$ cat src/rtl/pwm_regs_pkg.sv
// rtl/pwm_regs_pkg.sv - PWM register map, ctrl bit indices and fade FSM states
package pwm_regs_pkg;

  localparam logic [7:0] REG_EN_OUT_7_0  = 8'h00;
  localparam logic [7:0] REG_EN_OUT_15_8 = 8'h01;
  localparam logic [7:0] REG_EN_PWM_7_0  = 8'h02;
  localparam logic [7:0] REG_EN_PWM_15_8 = 8'h03;
  localparam logic [7:0] REG_DUTY        = 8'h04;
  localparam logic [7:0] REG_TARGET      = 8'h05;
  localparam logic [7:0] REG_STEP        = 8'h06;
  localparam logic [7:0] REG_PERIOD_LO   = 8'h07;
  localparam logic [7:0] REG_PERIOD_HI   = 8'h08;
  localparam logic [7:0] REG_CTRL        = 8'h09;

  localparam int CTRL_START  = 0;
  localparam int CTRL_BOUNCE = 1;

  typedef enum logic [1:0] {IDLE, WAIT, STEP, DONE} fade_state_t;

endpackage

$ cat src/rtl/fade_prescaler.sv
// rtl/fade_prescaler.sv - loadable fade period down-counter; a zero period behaves as one
module fade_prescaler #(
  parameter int PRESCALE_W = 16
) (
  input  logic                  clk,
  input  logic                  rst_n,
  input  logic                  load,
  input  logic                  en,
  input  logic [PRESCALE_W-1:0] period,
  output logic                  tick
);

  logic [PRESCALE_W-1:0] count;

  always_ff @(posedge clk or negedge rst_n) begin
    if (!rst_n) begin
      count <= '0;
    end else if (load) begin
      count <= (period == '0) ? PRESCALE_W'(1) : period;
    end else if (en && (count > PRESCALE_W'(1))) begin
      count <= count - PRESCALE_W'(1);
    end
  end

  assign tick = (count == PRESCALE_W'(1));

endmodule

$ cat src/rtl/pwm_fade_sequencer.sv
// rtl/pwm_fade_sequencer.sv - PWM config registers plus duty-cycle fade sequencer
// Optional FADE_BOUNCE_EN: ctrl bounce bit makes the fade ping-pong between origin and target.
module pwm_fade_sequencer
  import pwm_regs_pkg::*;
#(
  parameter int PRESCALE_W = 16,
  parameter int ADDR_W     = 7,
  parameter int DATA_W     = 8
) (
  input  logic              clk,
  input  logic              rst_n,
  input  logic              spi_wr_valid,
  input  logic [ADDR_W-1:0] spi_wr_addr,
  input  logic [DATA_W-1:0] spi_wr_data,
  output logic [7:0]        en_reg_out_7_0,
  output logic [7:0]        en_reg_out_15_8,
  output logic [7:0]        en_reg_pwm_7_0,
  output logic [7:0]        en_reg_pwm_15_8,
  output logic [DATA_W-1:0] pwm_duty_cycle,
  output logic              fade_busy,
  output logic              fade_done
);

  fade_state_t state, next_state;

  logic [DATA_W-1:0]     target, step_size, step_eff, step_val;
  logic [7:0]            period_lo, period_hi;
  logic [PRESCALE_W-1:0] period;
  logic [DATA_W:0]       sum, diff;
  logic                  wr_ctrl, wr_duty, start, load, do_step, tick;
`ifdef FADE_BOUNCE_EN
  logic                  bounce, swap;
  logic [DATA_W-1:0]     origin;
`endif

  assign wr_ctrl = spi_wr_valid && (spi_wr_addr == ADDR_W'(REG_CTRL));
  assign wr_duty = spi_wr_valid && (spi_wr_addr == ADDR_W'(REG_DUTY));
  assign start   = wr_ctrl && spi_wr_data[CTRL_START];
  assign period  = PRESCALE_W'({period_hi, period_lo});

  always_ff @(posedge clk or negedge rst_n) begin
    if (!rst_n) begin
      en_reg_out_7_0  <= '0;
      en_reg_out_15_8 <= '0;
      en_reg_pwm_7_0  <= '0;
      en_reg_pwm_15_8 <= '0;
      step_size       <= '0;
      period_lo       <= '0;
      period_hi       <= '0;
`ifdef FADE_BOUNCE_EN
      bounce          <= 1'b0;
`endif
    end else if (spi_wr_valid) begin
      case (spi_wr_addr)
        ADDR_W'(REG_EN_OUT_7_0):  en_reg_out_7_0  <= 8'(spi_wr_data);
        ADDR_W'(REG_EN_OUT_15_8): en_reg_out_15_8 <= 8'(spi_wr_data);
        ADDR_W'(REG_EN_PWM_7_0):  en_reg_pwm_7_0  <= 8'(spi_wr_data);
        ADDR_W'(REG_EN_PWM_15_8): en_reg_pwm_15_8 <= 8'(spi_wr_data);
        ADDR_W'(REG_STEP):        step_size       <= spi_wr_data;
        ADDR_W'(REG_PERIOD_LO):   period_lo       <= 8'(spi_wr_data);
        ADDR_W'(REG_PERIOD_HI):   period_hi       <= 8'(spi_wr_data);
`ifdef FADE_BOUNCE_EN
        ADDR_W'(REG_CTRL):        bounce          <= spi_wr_data[CTRL_BOUNCE];
`endif
        default: ;
      endcase
    end
  end

  // One extra bit catches carry/borrow so the step saturates at target instead of wrapping.
  always_comb begin
    step_eff = (step_size == '0) ? DATA_W'(1) : step_size;
    sum      = {1'b0, pwm_duty_cycle} + {1'b0, step_eff};
    diff     = {1'b0, pwm_duty_cycle} - {1'b0, step_eff};
    if (pwm_duty_cycle < target) begin
      step_val = (sum >= {1'b0, target}) ? target : sum[DATA_W-1:0];
    end else begin
      step_val = (diff[DATA_W] || (diff[DATA_W-1:0] <= target)) ? target : diff[DATA_W-1:0];
    end
  end

  always_ff @(posedge clk or negedge rst_n) begin
    if (!rst_n) begin
      pwm_duty_cycle <= '0;
      target         <= '0;
`ifdef FADE_BOUNCE_EN
      origin         <= '0;
`endif
    end else begin
      if (wr_duty) begin
        pwm_duty_cycle <= spi_wr_data;
      end else if (do_step) begin
        pwm_duty_cycle <= step_val;
      end
      if (spi_wr_valid && (spi_wr_addr == ADDR_W'(REG_TARGET))) begin
        target <= spi_wr_data;
      end
`ifdef FADE_BOUNCE_EN
      else if (swap) begin
        target <= origin;
      end
      if (start) begin
        origin <= pwm_duty_cycle;
      end else if (swap) begin
        origin <= target;
      end
`endif
    end
  end

  always_ff @(posedge clk or negedge rst_n) begin
    if (!rst_n) state <= IDLE;
    else        state <= next_state;
  end

  always_comb begin
    next_state = state;
    load       = 1'b0;
    do_step    = 1'b0;
`ifdef FADE_BOUNCE_EN
    swap       = 1'b0;
`endif
    case (state)
      IDLE: ;
      WAIT: if (tick) next_state = STEP;
      STEP: begin
        do_step = 1'b1;
        if (step_val == target) begin
          next_state = DONE;
        end else begin
          next_state = WAIT;
          load       = 1'b1;
        end
      end
      DONE: begin
        next_state = IDLE;
`ifdef FADE_BOUNCE_EN
        if (bounce) begin
          next_state = WAIT;
          load       = 1'b1;
          swap       = 1'b1;
        end
`endif
      end
      default: next_state = IDLE;
    endcase
    // SPI ctrl and duty writes override whatever the sequencer planned this cycle.
    if (wr_ctrl || wr_duty) begin
      do_step    = 1'b0;
      load       = start;
      next_state = start ? WAIT : IDLE;
`ifdef FADE_BOUNCE_EN
      swap       = 1'b0;
`endif
    end
  end

  fade_prescaler #(.PRESCALE_W(PRESCALE_W)) u_prescaler (
    .clk    (clk),
    .rst_n  (rst_n),
    .load   (load),
    .en     (state == WAIT),
    .period (period),
    .tick   (tick)
  );

  assign fade_busy = (state == WAIT) || (state == STEP);
  assign fade_done = (state == DONE);

endmodule
$ cat config.mk
export PLATFORM = sky130hd
export DESIGN_NAME = pwm_fade_sequencer
export DESIGN_NICKNAME = d
export VERILOG_FILES = /design/src/rtl/pwm_regs_pkg.sv /design/src/rtl/fade_prescaler.sv /design/src/rtl/pwm_fade_sequencer.sv
export SDC_FILE = /design/constraint.sdc
export NUM_CORES = 1
export LEC_CHECK = 0
export BUFFER_PORTS_ARGS = -buffer_cell sky130_fd_sc_hd__buf_2
export CORE_ASPECT_RATIO = 0.75
export CORE_UTILIZATION = 40
export DETAILED_ROUTE_END_ITERATION = 16
export HOLD_SLACK_MARGIN = 0.02
export PLACE_DENSITY = 0.58
export SLEW_MARGIN = 0
export SYNTH_ARGS = -nofsm -noshare
export SYNTH_HDL_FRONTEND = slang
export SYNTH_SLANG_ARGS = --single-unit
$ cat constraint.sdc
create_clock -name clk -period 3.76 [get_ports clk]
set_input_delay 0.376 -clock clk [delete_from_list [all_inputs] [get_ports clk]]
set_output_delay 0.376 -clock clk [all_outputs]
set_load 0.02 [all_outputs]
==> results of run 1 <==
[per-layer routing]
layer | GRT usage, % | routed length (um)
met1 | 34.2 | 8230
met2 | 31.9 | 6460
met3 | 4.68 | 978
met4 | 5.73 | 256
met5 | 0 | 0
[state kept, by name, indices dropped and copies added (netlist names)]
signal / cells
step_size: 8
en_reg_out_15_8: 8
en_reg_out_7_0: 8
en_reg_pwm_15_8: 8
en_reg_pwm_7_0: 8
u_prescaler.count: 16
state: 2
period_lo: 8
target: 8
pwm_duty_cycle: 8
period_hi: 8
[cell type report]
class	instances	area, sq um
fill	1264	6720
multi-input combinational	405	3370
sequential	90	2250
timing repair buffer	126	828
clock buffer	9	225
tap	175	219
inverter	32	120
clock inverter	6	55.1
[worst reg2reg max path, stage by stage, from the launching register on]
cell and delay [ns]:
dfrtp_1 0.41, nor4_4 0.28, a41o_1 0.23, ha_2 0.20
inv_2 0.04, fa_2 0.37, a211oi_2 0.25, o21bai_1 0.13
a21oi_2 0.22, xnor2_2 0.17, ha_4 0.25, nand4_1 0.10
o32a_1 0.21, o311ai_4 0.12, nor2_4 0.17, a22oi_4 0.08
o21ai_4 0.17, buf_12 0.19, mux2_2 0.35
[placed cells by master, fill, tap and decap left out, types with 7 or more instances in the layout]
master     count
a211o_1        7
a21oi_1        8
a31oi_1        8
buf_2         58
buf_4         63
clkbuf_16      9
dfrtp_1       90
ha_1          42
inv_1         31
mux2_2        52
mux2_4        10
nand2_1       36
nand3_1       12
nand4_1        8
nor2_1        26
nor2b_1        8
nor3_1        13
o21ai_0       33
xnor2_1       23
xor2_1        16
[repair_timing]
action / 4_1_cts / 5_1_grt
hold endpoints to repair: 0 / 0
setup buffers: 3 / 10
pin swaps: 7 / 10
endpoints found under the setup margin: 25 / 25
resized for setup: 8 / 22
[where the power goes]
part | leakage (nW) | total [mW] | internal [mW] | switching [mW]
clock network | 0.139 | 0.864 | 0.460 | 0.404
registers | 1.18 | 1.32 | 1.15 | 0.171
logic | 2.11 | 3.03 | 1.46 | 1.58
[stage by stage]
| step | utilization (%) | instance area (sq um) | power, mW |
|---|---|---|---|
| floorplan | - | 5740 | 3.11 |
| global placement | 47.7 | 6570 | 4.02 |
| detailed placement | 47.7 | 6570 | 4.07 |
| CTS | 50.0 | 6900 | 4.99 |
| global route | 51.3 | 7070 | 5.55 |
| finish | 51.3 | 7070 | 5.22 |
[logic make-up after synthesis]
| family | count (synthesis) |
|---|---|
| muxes | 65 |
| AOI/OAI and AO/OA | 108 |
| xor gates and xnor gates | 42 |
| DFF | 90 |
| adders and majority gates | 47 |
| buffers and inverters | 51 |
| and+or+nand+nor | 143 |
[final timing paths]
check,startpoint,to,cells after the start
hold / removal,rst_n,u_prescaler.count[14],1
setup / recovery,step_size[4],u_prescaler.count[15],18
hold reg to reg,en_reg_out_15_8[7],en_reg_out_15_8[7],2
min in group clk,spi_wr_data[7],step_size[7],3
max in group asynchronous,rst_n,target[1],2
setup reg to reg,step_size[4],u_prescaler.count[15],18
==> out/results.tsv, run 1 <==
metric	value	unit
post-place-cells	815	
die_h	105	um
r2r_slack	-0.31	ns
yosys.area_share.simple	12.8	%
crit_path_max_incr_delay	0.41	ns
setup_ws	-0.308	ns
rsz0062_at_grt	true	
relSlewSlack	41.7	%
setup_violations	25	
grt_pass1_wl	25300	um
htree_levels	3	
synth-compound-area-share	13.0	%
wirelength	15900	um
clock.fmax	0.246	GHz
path_buf_inv	2	
grt_util_all_layers	22.5	%
vdd_drop_max	0.338	mV
drc	0	
synth_seq_area_share	39.5	%
dieWidth	140	um
cp-end-kind	flop	
skew	0.0128	ns
numCtsBuffers	9	
crit_type	reg2reg	
antenna_found_initial	0	
leakagePower	3.43	nW
ant_nets	0	
hpwl	12400	um
clock_latency	0.35	ns
layout-drive-gt1-share	36.1	%
grt-ovfl-total	0	
finalSetupTns	-6.17	ns
violations	negative setup slack	
worst_slew_pin_slew	0.871	ns
period_share	108	%
netlist_instances	546	
fin_cells	843	
synthArstFlopShare	100	%
final_net_count	729	
wire_per_inst	18.9	um
synthAdderAreaFrac	10.6	%
synth_area_leader_cell	dfrtp_1	
syn2layout_area_growth	24.1	%
core_area	13800	sq um
critPathRequiredTime	3.99	ns
critPathTopFamily	compound AO/OA/AOI/OAI gates	
path_cells	nor4_4 > a41o_1 > ha_2 > inv_2 > fa_2 > a211oi_2 > o21bai_1 > a21oi_2 > xnor2_2 > ha_4 > nand4_1 > o32a_1 > o311ai_4 > nor2_4 > a22oi_4 > o21ai_4 > buf_12 > mux2_2	
cp_max_fo	16	
die-area	14700	sq um
via_per_inst	5.44	
diodes	0	
cts_root_buf	clkbuf_16	
layout_min_cycle_time	4.07	ns
whs	0.127	ns
ys_top_cells_by_area	dfrtp_1 (40%), mux2_2 (10%), ha_1 (9.9%)	
yosysMostFrequentCell	dfrtp_1	
cts_tree	built	
cp.arrival	4.29	ns
synth_seq_cells	90	
critPathLaunchType	flop	
drt_first_pass_iters	4	
synthXorXnorAreaFrac	6.94	%
yosysWarnings	0	
syn-cell-area	5700	sq um
start_util	41.3	%
synth_nets	611	
synth-edff-count	0	
grt_max_degree	66	
avgSynthCellArea	10.4	sq um
synthFlopType	dfrtp_1	
cts_max_path_buffers	2	
synthMuxAreaShare	13.4	%
gp_congestion	0.936	
cts_hold_buf	0	
synth_common_cells	dfrtp_1 (90), mux2_2 (53), ha_1 (45), nand2_1 (36), o21ai_0 (35)	
clk_pin_slew	0.07	ns
status	complete, but fails checks	
drt-initial-drc-count	257	
finalHoldViolations	0	
slew_viol_final	0	
synth_top_family_by_area	multiplexers	
port_buffers	59	
hold_path.class	in2async	
synth.distinct_cells	58	
maxCapViolations	0	
synth_top_area_share	39.5	%
power_density	737	nW/um^2
numClockSinks	90	
first_global_vias	4638	
slowest_stage	dfrtp_1	
pre_cts_slack	-0.306	ns
rows	37	
num_io_pins	60	
vias	4582	
(Power assumes the default switching activity.)
==> run 2, diff against run 1 <==
- ABC_AREA: default -> 1
- BUFFER_PORTS_ARGS: -buffer_cell sky130_fd_sc_hd__buf_2 -> -buffer_cell sky130_fd_sc_hd__clkbuf_2
- GPL_TIMING_DRIVEN: default -> 0
==> run 2 against run 1 <==
  * The flow still finishes with violations (negative setup slack)
  * Non-clock buffer count fell by 1
  * Via count rose by 27%
  * Total power rose by 44%
  * Register-to-register slack got worse by 0.25 ns
  * Clock power rose by 15%
  * Sequential cell count did not move
  * Critical path depth rose by 10
  * Worst hold slack got worse by 0.11 ns
  * Final cell count rose by 35%
  * Synthesized cell count rose by 51%
  * Die area rose by 6.6%
  * Area after synthesis rose by 6.8%
  * Largest power group unchanged
  * Highest routed layer unchanged
==> out/results.tsv, run 2 <==
metric	value	unit
status	complete, but fails checks	
violations	negative setup slack	
syn-cell-area	6090	sq um
hold_path.class	in2async	
worst_slew_pin_slew	0.713	ns
power_density	957	nW/um^2
avgSynthCellArea	7.38	sq um
netlist_instances	825	
crit_type	reg2reg	
synth_common_cells	nand2_1 (253), nand3_1 (92), dfrtp_1 (90), o21ai_0 (86), inv_1 (79)	
cpMostUsedCell	nand3_2	
synth_top_area_share	37.0	%
numClockSinks	90	
clock.fmax	0.232	GHz
crit_path_max_incr_delay	0.42	ns
skew	0.0112	ns
antenna_found_initial	0	
synthFlopType	dfrtp_1	
layout_common_cells	nand2_1 (213), dfrtp_1 (88), inv_1 (76), o21ai_0 (75), clkbuf_2 (58)	
via_per_inst	5.13	
diodes	0	
finalHoldViolations	0	
period_share	115	%
wire_per_inst	15.8	um
postPlaceCellArea	6690	sq um
rows	38	
largest_register	u_prescaler.count	
yosysMostFrequentCell	nand2_1	
ys_top_cells_by_area	dfrtp_1 (37%), nand2_1 (16%), ha_1 (9.3%)	
clock_latency	0.35	ns
synth_seq_cells	90	
htree_levels	3	
grt-ovfl-total	0	
synthArstFlopShare	100	%
drt_first_pass_iters	5	
hpwl	12800	um
vdd_drop_max	0.338	mV
yosysWarnings	0	
final_net_count	998	
ant_nets	0	
drc	0	
slowest_stage	dfrtp_2	
grt_pass1_wl	28800	um
final_common_cell	nand2_1	
post-place-cells	1085	
grt_util_all_layers	24.1	%
path_buf_inv	6	
die-area	15700	sq um
grt_max_degree	60	
layout-drive-gt1-share	27.1	%
cts_hold_buf	0	
syn2layout_area_growth	29.1	%
synth_nets	890	
cp-end-kind	flop	
die_h	109	um
cts_tree	built	
synth.distinct_cells	39	
vias	5836	
numCtsBuffers	9	
cts_max_path_buffers	2	
cp_max_fo	5	
maxCapViolations	0	
cts_root_buf	clkbuf_16	
gp_congestion	0.877	
critPathRequiredTime	4.04	ns
layout_min_cycle_time	4.31	ns
synth_area_leader_cell	dfrtp_1	
fill_cells	1428	
setup_violations	17	
synth-edff-count	0	
clk_pin_slew	0.07	ns
drt-initial-drc-count	364	
first_global_vias	5301	
setup_ws	-0.554	ns
num_io_pins	60	
cp.arrival	4.59	ns
rsz0062_at_grt	true	
slew_viol_final	0	
dieWidth	144	um
wirelength	18000	um
final_area	7860	sq um
start_util	41.6	%
largest_reg_flops	16	
core_area	14600	sq um
fin_cells	1138	
port_buffers	59	
critPathLaunchType	flop	
critPathTopFamily	simple AND/OR/NAND/NOR gates	
leakagePower	4.10	nW
relSlewSlack	52.5	%
synth_seq_area_share	37.0	%
==> run 2: changes by cell type after synthesis, sizes merged, moves of 9 or more <==
| cell | delta |
|---|---|
| o21ai | +52 |
| a21oi | +17 |
| inv | +56 |
| a211oi | -9 |
| nand4 | +13 |
| mux2 | -62 |
| nand3 | +86 |
| nand2 | +223 |
| xnor2 | -21 |
| a31oi | -9 |
==> run 2: final timing paths <==
kind / end / slack [ns] / depth (start not counted) / startpoint
worst max-delay path: u_prescaler.count[11] / -0.55 / 28 / step_size[3]
worst min-delay path: u_prescaler.count[7] / 0.02 / 1 / rst_n
worst max register to register: u_prescaler.count[11] / -0.55 / 28 / step_size[3]
worst min register to register: en_reg_out_15_8[0] / 0.49 / 2 / en_reg_out_15_8[0]
max in group asynchronous: step_size[3] / 3.08 / 2 / rst_n
min in group clk: en_reg_out_7_0[7] / 0.47 / 3 / spi_wr_data[7]
==> run 2: routing by layer <==
| layer | share of wire [%] | track usage [%] | vias up |
|---|---|---|---|
| met5 | 0 | 0 | - |
| met4 | 0.37 | 3.16 | 0 |
| met3 | 5.4 | 4.83 | 8 |
| met2 | 43 | 34.6 | 140 |
| met1 | 52 | 37.7 | 2755 |
| li1 | - | - | 2933 |
==> run 2: cells by family after synthesis <==
| family | share of synthesized area [%] |
|---|---|
| DFF | 37.0 |
| buffers and inverters | 8.29 |
| xor gates and xnor gates | 2.01 |
| and+or+nand+nor | 31.2 |
| AOI/OAI and AO/OA | 11.6 |
| adders and majority gates | 9.91 |
==> run 2: area by class of cell <==
type | instances | area (sq um) | area share [%]
plain buffers | 28 | 190 | 2.42
clock buffers | 11 | 243 | 3.09
clock inverters | 5 | 85.1 | 1.08
inverters | 88 | 333 | 4.23
multi-input cells | 619 | 3840 | 48.8
flip-flops and latches | 90 | 2250 | 28.7
well taps | 200 | 250 | 3.18
repair buffers | 97 | 664 | 8.45
==> run 2: worst register-to-register path: cells and delay by family, from the launching register on <==
family	cells	cell delay, ns
simple gates	18	2.07
buf+inv	6	0.64
flops	1	0.42
fa+ha+maj	3	0.84
compound gates	1	0.28
==> run 2: timing repair <==
| action | in CTS | in global routing |
|---|---|---|
| resized for setup | 47 | 92 |
| setup endpoints to repair | 24 | 25 |
| pin swaps | 42 | 61 |
| buffers inserted | 27 | 8 |
| cloned | 3 | 2 |
==> run 2: power by group <==
group	internal [mW]	switching (mW)
Combinational	2.14	3.03
Clock	0.605	0.388
Sequential	1.15	0.211
Total	3.89	3.63
==> run 2: per-stage QoR <==
stage / power, mW / setup TNS (ns) / utilization (%) / setup WS [ns] / hold WS, ns
finish: 7.52 / -8.74 / 53.7 / -0.554 / 0.0204
global route: 8.13 / -13.07 / 53.7 / -0.787 / 0.0451
CTS: 6.73 / -8.14 / 50.8 / -0.503 / 0.0285
detailed placement: 5.09 / -11.08 / 45.7 / -0.708 / 0.398
global placement: 5.07 / -11.93 / 45.4 / -0.739 / 0.467
floorplan: 4.17 / -0.594 / - / -0.0611 / 0.0804
==> run 3, diff against run 2 <==
- REMOVE_ABC_BUFFERS: default -> 1
==> run 3 against run 2 <==
  * The flow still finishes with violations (negative setup slack)
  * Setup slack better by 0.012 ns
  * Die area unchanged
  * Sequential power is essentially flat
  * Combinational power fell by 2%
  * First-iteration DRC count is 19% lower
  * Total power shrank 1.1%
  * Clock skew rose by 0.0011 ns
  * Critical path depth rose by 2
  * Via count shrank 2.7%
  * Register-to-register slack hardly changed
  * Clock power about the same
  * Maximum frequency increased by 0.28%
  * Critical path type unchanged
  * Critical endpoint is now u_prescaler.count[2]
==> out/results.tsv, run 3 (synthesized netlist as in run 2, its figures left out) <==
metric	value	unit
r2r-start	step_size[3]	
setup_ws	-0.542	ns
p_comb_share	68.2	%
finalHoldViolations	0	
r2r_slack	-0.54	ns
period_share	114	%
hold_path.class	in2async	
seqPwrFrac	18.4	%
skew	0.0123	ns
vdd_drop_max	0.419	mV
slowest_stage	dfrtp_2	
relSlewSlack	19.2	%
crit_type	reg2reg	
largest_reg_flops	16	
htree_levels	3	
switching_share	48.9	%
via_per_inst	5.10	
post-place-cells	1057	
antenna_found_initial	0	
drc	0	
met2_usage	33.7	%
cp-end-kind	flop	
cp.arrival	4.53	ns
p_int	3.80	mW
grt_max_degree	59	
met1_usage	35.9	%
cpMostUsedCell	nand2_1	
num_io_pins	60	
r2r_cells	30	
vias	5679	
core_area	14600	sq um
die_h	109	um
switching_power	3.64	mW
first_global_vias	5196	
layout_common_cells	nand2_1 (220), dfrtp_1 (87), o21ai_0 (77), inv_1 (76), nand3_1 (65)	
fill_cells	1467	
fin_cells	1114	
violations	negative setup slack	
rows	38	
layout-drive-gt1-share	25.3	%
port_buffers	59	
wirelength	17400	um
grt-ovfl-total	0	
startpoint	step_size[3]	
grt_util_all_layers	23.4	%
drt_first_pass_iters	5	
numCtsBuffers	9	
layout_min_cycle_time	4.30	ns
cts_root_buf	clkbuf_16	
ant_nets	0	
worst_slew_pin_slew	1.21	ns
wire_per_inst	15.6	um
clock_latency	0.35	ns
finalSetupTns	-8.48	ns
status	complete, but fails checks	
drt-initial-drc-count	294	
leakagePower	3.99	nW
clkPwrFrac	13.4	%
crit_path_max_incr_delay	0.43	ns
die-area	15700	sq um
clock.fmax	0.232	GHz
groute.layer.met3.usage	5.45	%
critPathLaunchType	flop	
cts_max_path_buffers	2	
setup_violations	17	
slew_viol_final	0	
maxCapViolations	0	
diodes	0	
cts_tree	built	
clk_pin_slew	0.07	ns
cp_max_fo	7	
rsz0062_at_grt	true	
grt_pass1_wl	28000	um
gp_congestion	0.895	
start_util	41.6	%
final_net_count	974	
power_density	971	nW/um^2
largest_register	u_prescaler.count	
grt.busiest_layer	met1	
hpwl	12000	um
dieWidth	144	um
syn2layout_area_growth	25.9	%
critPathRequiredTime	3.99	ns
numClockSinks	90	
cts_hold_buf	0	
final_common_cell	nand2_1	
[run 3: changes by cell type in the layout (fill, tap and decap cells not counted), moves of 3 or more]
cell / delta
nand2_8: +3
o21ai_2: -3
nand2_2: -6
buf_2: -3
clkbuf_1: -15
nand3_2: -6
buf_6: -9
nand2_1: +7
nand3_1: +8
buf_12: +3
[run 3: worst paths after layout]
check | to
worst max-delay path | u_prescaler.count[2]
worst min-delay path | state[1]
worst max register to register | u_prescaler.count[2]
worst min register to register | en_reg_pwm_15_8[6]
max in group asynchronous | step_size[1]
min in group clk | step_size[4]
[run 3: through the flow]
stage | worst slack, ns | util, % | hold slack [ns] | total power, mW | instance area, sq um
6_report | -0.542 | 52.3 | 0.0272 | 7.44 | 7660
5_1_grt | -0.784 | 52.3 | 0.0571 | 8.07 | 7660
4_1_cts | -0.491 | 50.3 | 0.0381 | 6.84 | 7370
3_5_place_dp | -1.29 | 44.3 | 0.406 | 4.81 | 6490
3_3_place_gp | -1.30 | 44.1 | 0.467 | 4.79 | 6460
2_1_floorplan | -0.308 | - | 0.0804 | 3.95 | 5910
[run 3: timing repair]
action / in CTS / in global routing
gates cloned: 4 / 0
gates resized for setup: 60 / 65
endpoints found under the setup margin: 25 / 25
pin swaps: 36 / 41
setup buffers: 32 / 6
[run 3: layout make-up]
type                       instances  area (sq um)  share of cell area [%]
multi-input combinational        622          3820                    49.9
sequential                        90          2260                    29.5
timing repair buffer              97           659                    8.61
inverter                          88           338                    4.41
tap                              200           250                    3.27
clock buffer                      10           229                    2.99
clock inverter                     6          96.3                    1.26
timing repair inverter             1          6.26                  0.0817
[run 3: metal layers]
layer	wire length, um	vias to the layer above
met5	0	-
met1	9110	2675
met4	115	0
li1	-	2893
met2	7390	101
met3	788	10
[run 3: power groups by stage]
stage	Clock, mW	Sequential [mW]	Combinational, mW
detailed placement	0	1.37	3.44
finish	0.994	1.37	5.07
CTS	1.01	1.36	4.47
floorplan	0	1.38	2.57
global placement	0	1.37	3.41
global route	1.04	1.39	5.63
[run 3: worst max-delay path: cells and delay by family, from the launching register on]
kind | cells | cell delay [ns]
compound gates | 2 | 0.36
fa+ha+maj | 3 | 0.84
buf+inv | 6 | 0.59
flops | 1 | 0.43
simple gates | 19 | 1.98
